**src/rtl/b_fsub_pkg.sv**
```systemverilog
// Shared definitions for the bit-serial subtractor.
// Holds the FSM state encoding. Code 2'd3 is unused. If the state register
// ever holds it, the FSM returns to S_IDLE.
package b_fsub_pkg;

    typedef enum logic [1:0] {
        S_IDLE = 2'd0,
        S_RUN  = 2'd1,
        S_DONE = 2'd2
    } state_t;

endpackage

```
**src/rtl/b_fsub_bit.sv**
```systemverilog
// Combinational 1-bit full subtractor: a - x - bi -> difference d, borrow bo.
// Ports:
//   a, x  in   operand bits
//   bi    in   borrow in
//   d     out  difference bit
//   bo    out  borrow out
module b_fsub_bit (
    input  logic a,
    input  logic x,
    input  logic bi,
    output logic d,
    output logic bo
);

    always_comb begin
        d  = a ^ x ^ bi;
        // Borrow is produced when x > a, or when a == x and a borrow comes in.
        bo = (~a & x) | (~(a ^ x) & bi);
    end

endmodule

```
**src/rtl/b_fsub_serial.sv**
```systemverilog
// Bit-serial WIDTH-bit subtractor: y = a - x - bin (mod 2^WIDTH).
// The block processes one bit per clock through a single b_fsub_bit cell, LSB first.
// Handshake: start is accepted in IDLE or DONE. busy is high during the WIDTH RUN cycles.
// done pulses for one cycle when the result lands.
// Ports:
//   clk, rst      clock and synchronous active-high reset
//   start         request; a, x and bin are captured on the accepting edge
//   a, x, bin     minuend, subtrahend and borrow-in
//   busy, done    status (state decodes, never high together)
//   y, bout       registered difference and borrow-out; held until the next completion
module b_fsub_serial
    import b_fsub_pkg::*;
#(
    parameter int WIDTH = 4,
    parameter int CNTW  = 2
) (
    input  logic             clk,
    input  logic             rst,
    input  logic             start,
    input  logic [WIDTH-1:0] a,
    input  logic [WIDTH-1:0] x,
    input  logic             bin,
    output logic             busy,
    output logic             done,
    output logic [WIDTH-1:0] y,
    output logic             bout
);

    state_t           state, state_nxt;
    logic [WIDTH-1:0] a_sh, x_sh, r_sh;
    logic [CNTW-1:0]  cnt;
    logic             brw;
    logic             d, bo;
    logic             accept, last;

    b_fsub_bit u_bit (
        .a  (a_sh[0]),
        .x  (x_sh[0]),
        .bi (brw),
        .d  (d),
        .bo (bo)
    );

    assign accept = start && (state == S_IDLE || state == S_DONE);
    assign last   = (state == S_RUN) && (cnt == CNTW'(WIDTH - 1));

    // State register
    always_ff @(posedge clk) begin
        if (rst) state <= S_IDLE;
        else     state <= state_nxt;
    end

    // Next-state logic
    always_comb begin
        state_nxt = S_IDLE;
        case (state)
            S_IDLE:  state_nxt = start ? S_RUN : S_IDLE;
            S_RUN:   state_nxt = last ? S_DONE : S_RUN;
            S_DONE:  state_nxt = start ? S_RUN : S_IDLE;
            default: state_nxt = S_IDLE;
        endcase
    end

    // Outputs are decoded from the state register, so they are glitch-free and one-hot.
    always_comb begin
        busy = (state == S_RUN);
        done = (state == S_DONE);
    end

    // Datapath: operand shifters, result shifter, borrow FF, bit counter, result hold
    always_ff @(posedge clk) begin
        if (rst) begin
            a_sh <= '0;
            x_sh <= '0;
            r_sh <= '0;
            brw  <= 1'b0;
            cnt  <= '0;
            y    <= '0;
            bout <= 1'b0;
        end else if (accept) begin
            a_sh <= a;
            x_sh <= x;
            brw  <= bin;
            cnt  <= '0;
        end else if (state == S_RUN) begin
            a_sh <= a_sh >> 1;
            x_sh <= x_sh >> 1;
            r_sh <= {d, r_sh[WIDTH-1:1]};
            brw  <= bo;
            cnt  <= cnt + 1'b1;
            // On the last bit, the current d is not in r_sh yet, so fold it in directly.
            if (last) begin
                y    <= {d, r_sh[WIDTH-1:1]};
                bout <= bo;
            end
        end
    end

endmodule

```
**config.mk**
```make
export PLATFORM = sky130hd
export DESIGN_NAME = b_fsub_serial
export DESIGN_NICKNAME = d
export VERILOG_FILES = /design/src/rtl/b_fsub_pkg.sv /design/src/rtl/b_fsub_bit.sv /design/src/rtl/b_fsub_serial.sv
export SDC_FILE = /design/constraint.sdc
export NUM_CORES = 1
export LEC_CHECK = 0
export ABC_AREA = 1
export CAP_MARGIN = 40
export CORE_ASPECT_RATIO = 0.7
export CORE_MARGIN = 5
export CORE_UTILIZATION = 40
export DETAILED_ROUTE_END_ITERATION = 10
export PLACE_DENSITY = 0.67
export SYNTH_ARGS = -nofsm -noshare
export SYNTH_HDL_FRONTEND = slang
export SYNTH_HIERARCHICAL = 1
export SYNTH_SLANG_ARGS = --single-unit
```
**constraint.sdc**
```tcl
create_clock -name clk -period 1.17 [get_ports clk]
set_input_delay 0.1755 -clock clk [delete_from_list [all_inputs] [get_ports clk]]
set_output_delay 0.1755 -clock clk [all_outputs]
set_load 0.05 [all_outputs]
```
=== After elaboration in Yosys (flattened, before gate mapping) ===
Cells that the tools add are included.

* Bits in registers: 22
* Input bits: 12
* Output and inout port bits: 7

* $add $sub $neg: 1
* Equality and inequality tests: 3
* Multiplexer cells: 9
* Bitwise gates (word level): 8
* Reductions and logical operators: 9

{| class="wikitable"
|+ Operators by type and width
! kind !! count
|-
| 4-bit 2-to-1 mux || 4
|-
| 2-bit equality test, second input constant || 2
|-
| 2-bit case mux with 2 select lines || 1
|-
| 2-bit OR reduction || 2
|-
| 1-bit 2-to-1 mux || 3
|-
| 1-bit NOT || 3
|-
| 3-bit AND reduction || 1
|-
| 2-bit by 1-bit adder with 2-bit output, second input constant || 1
|-
| 1-bit bitwise AND || 2
|-
| 2-bit by 1-bit equality test with 1-bit output, second input constant || 1
|-
| 1-bit logical AND || 2
|-
| 2-bit logical NOT || 1
|-
| 2-bit 2-to-1 mux || 1
|-
| 2-bit AND reduction || 1
|-
| 2-bit nonzero test || 1
|-
| 1-bit XOR || 2
|-
| 1-bit logical OR || 1
|-
| 1-bit OR || 1
|}

=== Logic depth before layout (Yosys ltp) ===
Gate-level depths: netlist (run 1).

* Depth after elaboration: 6
* Depth in mapped cells: 8
* Gate-level depth less buffers: 7

=== Cells and area by module ===
The synthesis (run 1) kept the hierarchy.

{| class="wikitable"
|+ Modules (own cells, without submodules)
! module !! times used !! cells each !! area an instance (um^2) !! seq. area each (um^2)
|-
| b_fsub_serial || 1 || 123 || 975.9 || 420.4
|-
| b_fsub_bit || 1 || 4 || 31.3 || 0.0
|}

=== Worst setup path before layout (run 1) ===
OpenSTA, ideal clock, no wires.

* Kind: flip-flop to output port
* From: reg state[0]
* To: out done
* Data arrival time: 1.092 ns
* Path slack: -0.097 ns
* Stages on the path, launching flop included: 3
* Buffers on the path: 1
* Path through: dfxtp_1 buf_6 nor2_1

* Longest elaborated chain between the ends: 1

{| class="wikitable"
|+ RTL lines
! item !! RTL line !! text
|-
| start, declared || b_fsub_serial.sv:29 || <nowiki>state_t state, state_nxt;</nowiki>
|-
| start signal, assigned || b_fsub_serial.sv:50 || <nowiki>else state <= state_nxt;</nowiki>
|-
| 2-bit equality test || b_fsub_serial.sv:67 || <nowiki>done = (state == S_DONE);</nowiki>
|-
| end, declared || b_fsub_serial.sv:24 || <nowiki>output logic done,</nowiki>
|}

No other way between the ends.

=== Worst setup path in the final report (run 1) ===
* From: reg state[1]
* To: out busy

* Longest elaborated chain between the ends: 1

{| class="wikitable"
|+ RTL lines
! item !! RTL line !! text
|-
| 2-bit by 1-bit equality test with 1-bit output || b_fsub_serial.sv:66 || <nowiki>busy = (state == S_RUN);</nowiki>
|-
| end, declared || b_fsub_serial.sv:23 || <nowiki>output logic busy,</nowiki>
|}

No other way between the ends.

==> summary.md, run 1 <==
| Metric | Value |
|---|---|
| CTS Hold Bufs | 0 |
| R2R setup slack | 0.01 ns |
| Final core utilization | 62.56% |
| CTS tree | done |
| Die W | 69.98 um |
| Synth warn | 6 |
| Simple-gate share of the synthesized area | a little over a third |
| Total GRT Usage | 12.82% |
| Layout cells sized above 1 | roughly two fifths |
| Crit path max fanout | 4 |
| CTS root buffer | clkbuf_4 |
| F_max | 0.8463 GHz |
| Failing checks | negative setup slack |
| Dpl cells | 180 |
| Grt ovf | 0 |
| Vias in the first global route | 786 |
| CTS sink cnt | 21 |
| #FFs+latches synth | 21 |
| Clock-pin slew on the worst setup and hold paths | 0.11 ns |
| Total number of vias | 942 |
| Post-Syn Instances | 127 |
| Drt via density | 4.734 |
| Number of diodes | 0 |
| Adder-cell share of the synthesized area | 3.230% |
| GP Congestion | about 0.77 |
| Drc violations | 0 |
| Kind of critical path | reg -> out |
| Worst slew margin | between 70% and 80% |
| Period minus WS final | 1.182 ns |
| Synth Cell Area | slightly above 1000 um^2 |
| Distinct cells, synth | 25 |
| First-pass GRT wire length | 3588 um |
| Final worst slack | -0.01156 ns |
| Power Density | 1004 nW/um^2 |
| RSZ-0062 raised after global routing | true |
| Layout Cells excl Fill | 199 |
| Post-synthesis compound-gate area fraction | 6.957% |
| Syn_nets | 141 |
| Total die area | 3638 um^2 |
| Largest family of logic cells by synthesized area | simple AND/OR/NAND/NOR gates |
| Clock Latency Late Sink | 0.30 ns |
| Skew final | 0.003492 ns |
| Crit path from | state[1] |
| Initial antenna violation count | 0 |
| Mux cell area share after synthesis | 0% |
| HP Start | a[3] |
| Worst-Margin Slew | around 0.44 ns |
| I/O Buffers | 18 |
| Site Rows | 15 |
| Critical Path RT | 0.99 ns |
| WL/cell | 12.04 um |
| Initial Util | 41.28% |
| Post-route ant nets | 0 |
| XOR/XNOR Fraction of Synth Area | less than 1% |
| Max Slew Vio Count | 0 |
| Max clock buf depth | 2 |
| Setup violations, final | 1 |
| Max IR drop VDD | between 0.0006 and 0.0007 V |
| Min Hold Slack | 0.4424 ns |
| Post-synthesis average cell area | 7.931 um^2 |
| RR Startpoint | state[1] |
| I/O pin cnt | 19 |
| Critical Path End Type | output pin |
| TritonRoute pass-1 iters | 6 |
| DP HPWL | about 1500 um |
| Hold Path Class | in -> reg |
| Data arrival, critical path | 1.01 ns |
| Outcome | finished, violations left |
| Die Y | 51.99 um |
| Max_cap viols | 0 |
| Final hold viol count | 0 |
| Htree depth | 1 |
| CORE AREA | 2440 um^2 |
| Syn-to-layout area delta | 51.55% |
| DR iter-0 viols | 49 |
| Largest net degree at the start of global routing | 15 |
| Num CTS Buffers | 3 |
| Period Utilization, post-route | 101.0% |
| Seq/Total Area, Yosys | 41.74% |
| Crit start category | flop |
| Routed wire length | 2396 um |
| Final nets | 180 |
| Pre-CTS WS | -0.2511 ns |
| Leak | 0.7025 nW |
## stage by stage
stage / TNS (ns) / area, um^2 / total power (W)
finish: -0.01156 / 1526 / 0.001533
global route: -0.2252 / 1526 / 0.001627
CTS: -0.1294 / 1448 / 0.001502
detailed placement: -1.945 / 1324 / 0.001112
global placement: -1.498 / 1324 / 0.001104
floorplan: 0 / 1010 / 0.001007
## cell type report
type | instances | area, um^2
fill | 204 | 913.4
multi-input combinational | 85 | 526.8
sequential | 21 | 430.4
timing repair buffer | 37 | 411.6
inverter | 18 | 87.58
tap | 34 | 42.54
clock buffer | 3 | 22.52
clock inverter | 1 | 5.005
## layer usage
layer / track usage [%] / vias to the layer above / part of all wire, %
met4: 4.777 / 0 / 0.88
met1: 15.57 / 433 / 43
li1: - / 478 / -
met2: 21.47 / 27 / 51
met5: 0 / - / 0
met3: 4.054 / 4 / 4.4
## where the power goes
part           total [W]  switching [W]  internal, W
clock           0.000344       0.000216     0.000128
combinational   0.000385       0.000195     0.000190
sequential      0.000804      0.0000407     0.000763
total            0.00153       0.000452      0.00108
## repair_timing
item | in CTS | in global routing
setup buffers | 10 | 5
cloned | 0 | 1
gates resized for setup | 9 | 23
endpoints found under the setup margin | 4 | 19
pin swaps | 4 | 5
## placed cells by master, fill, tap and decap left out, types with 2 or more instances in the layout
master	Yosys	layout
a21oi_1	6	5
nand3_2	3	4
inv_8	0	2
nor3_1	2	2
nor2_1	23	19
clkdlybuf4s50_1	0	10
dfxtp_1	21	15
buf_12	0	8
inv_1	13	8
nand2_2	1	3
nand2_1	21	19
dfxtp_2	0	5
o21ai_1	3	3
buf_4	2	17
nand3b_1	3	3
nor2_2	1	4
nand2_4	1	2
inv_2	4	6
nand2_8	2	2
nand3_1	8	7
inv_4	0	2
o21ai_0	5	4
clkbuf_4	0	3
## worst max-delay path, stage by stage (launching register included)
cell	delay, ns
dfxtp_2	0.34
inv_4	0.11
nand2_8	0.07
inv_8	0.06
buf_12	0.12
## registers in the layout, summed over array words and instances, names as in the netlist
register,count
a_sh,4
x_sh,4
y,4
r_sh,3
cnt,2
state,2
bout,1
brw,1
## kinds of logic after synthesis
logic type	Yosys count
xor gates and xnor gates	1
buffers and inverters	22
adders and majority gates	2
DFF	21
AOI/OAI and AO/OA	14
and+or+nand+nor	67
## cell usage after synthesis
cell type	instances	area, um^2
inv_2	4	15.01
fa_1	1	20.02
nor2_2	1	6.260
nand3_2	3	30.03
buf_4	2	15.01
nand2_2	1	6.260
o21ai_0	5	25.02
nand2_1	21	78.83
nor2_1	23	86.33
buf_6	1	11.26
o21ai_1	3	15.01
nor3_2	1	10.01
buf_8	1	15.01
nor3_1	2	10.01
nand2_8	2	40.04
xor2_1	1	8.760
nand2_4	1	11.26
a21oi_1	6	30.03
ha_1	1	12.51
dfxtp_1	21	420.4
nor2_8	1	20.02
inv_1	13	48.80
nand3_1	8	40.04
nand3b_1	3	22.52
inv_6	1	8.760
## path summary, 6_finish.rpt
kind                   to  cells past startpoint
hold / removal    a_sh[3]                      3
hold reg to reg    cnt[1]                      2
setup / recovery     busy                      4
setup reg to reg  r_sh[2]                      6
Note: power is estimated with default switching activity, not from simulation.
==> run 2: changes to the inputs <==
--- a/config.mk
+++ b/config.mk
@@ -9,7 +9,8 @@
 export CAP_MARGIN = 40
+export CELL_PAD_IN_SITES_DETAIL_PLACEMENT = 0
+export CELL_PAD_IN_SITES_GLOBAL_PLACEMENT = 1
 export CORE_ASPECT_RATIO = 0.7
-export CORE_MARGIN = 5
-export CORE_UTILIZATION = 40
+export CORE_UTILIZATION = 33
 export DETAILED_ROUTE_END_ITERATION = 10
-export PLACE_DENSITY = 0.67
+export PLACE_DENSITY = 0.74
 export SYNTH_ARGS = -nofsm -noshare
==> constraint.sdc (replaced) <==
create_clock -name clk -period 1.17 [get_ports clk]
set_input_delay 0.2925 -clock clk [delete_from_list [all_inputs] [get_ports clk]]
set_output_delay 0.2925 -clock clk [all_outputs]
set_load 0.05 [all_outputs]
==> summary.md, run 2 (synthesis results as in run 1) <==
| Metric | Value |
|---|---|
| CTS root buffer | clkbuf_8 |
| Grt ovf | 0 (unchanged) |
| CTS sink cnt | 21 (unchanged) |
| Final nets | 176 (-2.2%) |
| Skew final | 0.004380 ns (+0.0008876 ns) |
| Clk pwr share | 28.8% (+6.4 points) |
| Num CTS Buffers | 3 (unchanged) |
| Period Utilization, post-route | 106.5% (+5.5 points) |
| Worst-Margin Slew | 0.4221 ns (-0.02029 ns) |
| Clock-pin slew on the worst setup and hold paths | 0.08 ns (-0.03 ns) |
| Kind of critical path | reg -> out |
| Setup violations, final | 5 (+4) |
| Max clock buf depth | 2 (unchanged) |
| Max IR drop VDD | 0.0007209 V (+12%) |
| Total die area | 3280 um^2 (-9.8%) |
| Regs by FF count | a_sh: 4 flops, x_sh: 4 flops, y: 4 flops |
| Most frequent cells in the layout | 22 x nor2_1, 19 x nand2_1, 16 x dfxtp_1 |
| Leak | 0.6887 nW (-2.0%) |
| Worst r2r path cells | 6 (unchanged) |
| Drc violations | 0 (unchanged) |
| Die Y | 48.22 um (-7.2%) |
| Period minus WS final | 1.246 ns (+0.06466 ns) |
| Outcome | finished, violations left |
| Syn-to-layout area delta | 50.31% |
| Final worst slack | -0.07622 ns (-0.06466 ns) |
| RSZ-0062 raised after global routing | true |
| Switching power | 0.0004722 W (+4.4%) |
| Vias in the first global route | 764 (-2.8%) |
| WL/cell | 11.25 um (-6.6%) |
| Footprint of the multi-input gates | 519.2 um^2 (-1.4%) |
| CTS Hold Bufs | 0 (unchanged) |
| F_max | 0.8024 GHz (-5.2%) |
| Die W | 68.03 um (-2.8%) |
| Total number of vias | 875 (-7.1%) |
| Max Slew Vio Count | 0 (unchanged) |
| R2R setup slack | -0.03 ns (-0.04 ns) |
| Final hold viol count | 0 (unchanged) |
| HP Start | cnt[1] |
| First-pass GRT wire length | 3484 um (-2.9%) |
| I/O pin cnt | 19 (unchanged) |
| Register area | 426.7 um^2 (-0.87%) |
| Min Hold Slack | 0.4788 ns (+0.03643 ns) |
| Post-route ant nets | 0 (unchanged) |
| DP HPWL | 1448 um (-3.5%) |
| Hold path depth | 2 (-1) |
| Total GRT Usage | 14.86% (+2.0 points) |
| Drt via density | 4.442 (-6.2%) |
| R2R Path End | x_sh[1] |
| Switching share of power | 28.39% (-1.1 points) |
| Crit start category | flop |
| Routed wire length | 2216 um (-7.5%) |
| Hold worst-path end | cnt[1] |
| Reg power frac | 47.6% (-4.8 points) |
| Hold Path Class | reg -> reg |
| Clock Latency Late Sink | 0.26 ns (-0.04 ns) |
| TritonRoute pass-1 iters | 2 (-4) |
| GP Congestion | 0.7412 (-3.2%) |
| Largest net degree at the start of global routing | 15 (unchanged) |
| Failing checks | negative setup slack |
| RR Startpoint | state[0] |
| CTS tree | done |
| Initial Util | 35.43% (-5.9 points) |
| Crit path max fanout | 2 (-2) |
| Initial antenna violation count | 0 (unchanged) |
| Pre-CTS WS | -0.3201 ns (-0.06902 ns) |
| Number of diodes | 0 (unchanged) |
| Critical Path End Type | output pin |
| I/O Buffers | 18 (unchanged) |
| DR iter-0 viols | 54 (+10%) |
| # fillers | 284 (+39%) |
| Site Rows | 16 (+1) |
| Most common cell after layout, fill and taps aside | nor2_1 |
| CORE AREA | 2843 um^2 (+17%) |
| Max_cap viols | 0 (unchanged) |
| Logic pwr share | 23.6% (-1.5 points) |
| Power Density | 1099 nW/um^2 (+9.4%) |
| Critical Path RT | 0.88 ns (-0.11 ns) |
| Layout cells sized above 1 | 35.40% (-5.8 points) |
| Htree depth | 1 (unchanged) |
| Worst slew margin | 71.86% (+1.4 points) |
| Internal Power | 0.001191 W (+10%) |
| Data arrival, critical path | 0.95 ns (-0.06 ns) |
run 2: stage by stage:
step                      util, %  instances  cell area (um^2)  power, W  setup TNS, ns
after floorplan                 -        127              1010  0.001007              0
after global placement      47.54        187              1351  0.001125         -3.212
after detailed placement    47.54        187              1351  0.001126         -3.586
after CTS                   50.75        194              1443  0.001621        -0.1718
after global routing        53.26        197              1514  0.001762        -0.8975
final                       53.26        197              1514  0.001663        -0.1817
run 2: worst max-delay path by stage:
stage | from | endpoint | slack (ns) | cells after the start
4_1_cts | state[0] | busy | -0.08 | 4
5_1_grt | state[0] | busy | -0.12 | 4
3_5_place_dp | start | x_sh[2] | -0.32 | 6
2_1_floorplan | state[0] | done | 0.01 | 2
3_3_place_gp | start | x_sh[2] | -0.31 | 6
6_report | state[0] | done | -0.08 | 3
run 2: cell type report:
type / count / area share (%)
flip-flops and latches: 21 / 28.18
well taps: 36 / 2.975
clock buffers: 3 / 2.727
clock inverters: 1 / 0.3306
repair buffers: 33 / 25.70
inverters: 18 / 5.785
multi-input cells: 85 / 34.30
run 2: what timing repair did:
| action | in CTS | in global routing |
|---|---|---|
| setup endpoints to repair | 9 | 19 |
| endpoints found under the hold margin | 0 | 0 |
| pin swaps | 2 | 4 |
| setup buffers | 3 | 2 |
| gates cloned | 0 | 1 |
| resized for setup | 10 | 17 |
run 2: worst max-delay path: stages, from the launching register on:
cell and delay [ns]:
dfxtp_2 0.34, buf_6 0.12, nor2_4 0.09, buf_12 0.14
run 2: power groups by stage:
stage | sequential [W] | combinational, W | clock, W
global placement | 0.000801 | 0.000324 | 0
floorplan | 0.000798 | 0.000209 | 0
CTS | 0.000788 | 0.000346 | 0.000487
finish | 0.000791 | 0.000393 | 0.000479
detailed placement | 0.000803 | 0.000323 | 0
global route | 0.000798 | 0.000429 | 0.000535
run 2: metal layers:
metal / vias up / part of all wire, % / global-route usage [%]
li1: 461 / - / -
met1: 400 / 54 / 20.63
met2: 12 / 42 / 22.94
met3: 2 / 3.4 / 4.206
met4: 0 / 0.77 / 3.750
met5: - / 0 / 0
==> run 3: changes to the inputs <==
RECOVER_POWER = 25   (was default)
==> summary.md, run 3 (synthesis results as in run 1) <==
| Metric | Value |
|---|---|
| Max clock buf depth | 2 (unchanged) |
| CORE AREA | 2843 um^2 (unchanged) |
| Final worst slack | -0.07622 ns (unchanged) |
| Regs by FF count | a_sh: 4 flops, x_sh: 4 flops, y: 4 flops |
| Largest net degree at the start of global routing | 15 (unchanged) |
| Slowest CP cell | dfxtp_2 |
| Vias in the first global route | 764 (unchanged) |
| Data arrival, critical path | 0.95 ns (about the same) |
| DR iter-0 viols | 54 (unchanged) |
| TritonRoute pass-1 iters | 2 (unchanged) |
| M3 GR Usage | 4.206% (unchanged) |
| Period minus WS final | 1.246 ns (unchanged) |
| Clock-pin slew on the worst setup and hold paths | 0.08 ns (about the same) |
| Worst r2r path cells | 6 (unchanged) |
| Number of diodes | 0 (unchanged) |
| Register area | 426.7 um^2 (unchanged) |
| Drt via density | 4.442 (unchanged) |
| Failing checks | negative setup slack |
| Most common cell after layout, fill and taps aside | nor2_1 |
| Htree depth | 1 (unchanged) |
| DP HPWL | 1448 um (unchanged) |
| RSZ-0062 raised after global routing | true |
| Pre-CTS WS | -0.3201 ns (unchanged) |
| Num CTS Buffers | 3 (unchanged) |
| First-pass GRT wire length | 3484 um (unchanged) |
| Most frequent cells in the layout | 22 x nor2_1, 19 x nand2_1, 16 x dfxtp_1 |
| Total number of vias | 875 (unchanged) |
| Critical Path RT | 0.88 ns (about the same) |
| R2R Path End | x_sh[1] |
| Grt ovf | 0 (unchanged) |
| Leak | 0.6855 nW (-0.47%) |
| GP Congestion | 0.7412 (unchanged) |
| Placement Cell Area | 1351 um^2 (unchanged) |
| Outcome | finished, violations left |
| Crit start category | flop |
| Setup violations, final | 5 (unchanged) |
| Die Y | 48.22 um (unchanged) |
| Footprint of the multi-input gates | 519.2 um^2 (unchanged) |
| CTS Hold Bufs | 0 (unchanged) |
| Crit path max fanout | 2 (unchanged) |
| Final hold viol count | 0 (unchanged) |
| Layout cells sized above 1 | 35.40% (unchanged) |
| Max IR drop VDD | 0.0007209 V (about the same) |
| Final setup TNS | -0.1817 ns (unchanged) |
| Fin area | 1501 um^2 (-0.83%) |
| Max Slew Vio Count | 0 (unchanged) |
| R2R setup slack | -0.03 ns (about the same) |
| GR peak layer | met2 |
| Hold worst-path end | cnt[1] |
| Skew final | 0.004380 ns (unchanged) |
| Clock Latency Late Sink | 0.26 ns (about the same) |
| Worst slew margin | 71.86% (unchanged) |
| Max incr delay on CP | 0.34 ns (about the same) |
| Initial Util | 35.43% (unchanged) |
| CTS sink cnt | 21 (unchanged) |
| Crit-path cells | buf_6 -> nor2_4 -> buf_12 |
| I/O Buffers | 18 (unchanged) |
| CTS tree | done |
| Hold Path Class | reg -> reg |
| Post-route ant nets | 0 (unchanged) |
| Site Rows | 16 (unchanged) |
| Period Utilization, post-route | 106.5% (unchanged) |
| RR Startpoint | state[0] |
| CTS root buffer | clkbuf_8 |
| Kind of critical path | reg -> out |
| Syn-to-layout area delta | 49.07% |
| HP Start | cnt[1] |
| Final nets | 176 (unchanged) |
| F_max | 0.8024 GHz (unchanged) |
| # fillers | 286 (+0.70%) |
| WL/cell | 11.26 um (about the same) |
| Worst-Margin Slew | 0.4221 ns (unchanged) |
| Met1 Use GR | 20.63% (unchanged) |
| Max_cap viols | 0 (unchanged) |
| Die W | 68.03 um (unchanged) |
| Total GRT Usage | 14.86% (unchanged) |
| Total die area | 3280 um^2 (unchanged) |
| Min Hold Slack | 0.4788 ns (unchanged) |
| I/O pin cnt | 19 (unchanged) |
| Power Density | 1108 nW/um^2 (+0.83%) |
| Drc violations | 0 (unchanged) |
| Hold path depth | 2 (unchanged) |
| Critical Path End Type | output pin |
| Initial antenna violation count | 0 (unchanged) |
| Met2 Use GR | 22.94% (unchanged) |
| Routed wire length | 2218 um (about the same) |
run 3: what timing repair did:
item | in CTS | in global routing
gates cloned | 0 | 1
buffers inserted | 3 | 2
endpoints found under the setup margin | 9 | 19
pin swaps | 2 | 4
gates resized for setup | 10 | 17
run 3: report_power, final:
group          switching (W)  internal [W]  leakage, nW
Combinational       0.000202      0.000191        0.486
Clock               0.000242      0.000237       0.0255
Sequential         0.0000285      0.000762        0.174
run 3: worst max-delay path by stage:
stage             start       to  slack, ns  depth (start not counted)
2_1_floorplan  state[0]     done       0.01                          2
6_report       state[0]     done      -0.08                          3
5_1_grt        state[0]     busy      -0.12                          4
4_1_cts        state[0]     busy      -0.08                          4
3_3_place_gp      start  x_sh[2]      -0.31                          6
3_5_place_dp      start  x_sh[2]      -0.32                          6
run 3: area by class of cell:
class / count / area share, %
clock buffer: 3 / 2.750
multi-input combinational: 85 / 34.58
clock inverter: 1 / 0.3333
sequential: 21 / 28.42
timing repair buffer: 33 / 25.08
inverter: 18 / 5.833
tap: 36 / 3.000
run 3: metrics by stage:
| stage | util [%] | cells | power, W |
|---|---|---|---|
| after floorplan | - | 127 | 0.001007 |
| after global placement | 47.54 | 187 | 0.001125 |
| after detailed placement | 47.54 | 187 | 0.001126 |
| after CTS | 50.75 | 194 | 0.001621 |
| after global routing | 52.82 | 197 | 0.001762 |
| final | 52.82 | 197 | 0.001663 |
run 3: critical path, delay by kind of cell, from the launching register on:
family | cells | cell delay [ns]
buffers and inverters | 2 | 0.26
DFF | 1 | 0.34
and+or+nand+nor | 1 | 0.09
run 3: routing by layer:
metal / vias up / wire, um / part of all wire (%)
met4: 0 / 17 / 0.77
met2: 12 / 933 / 42
met3: 2 / 75 / 3.4
met5: - / 0 / 0
li1: 461 / - / -
met1: 400 / 1192 / 54
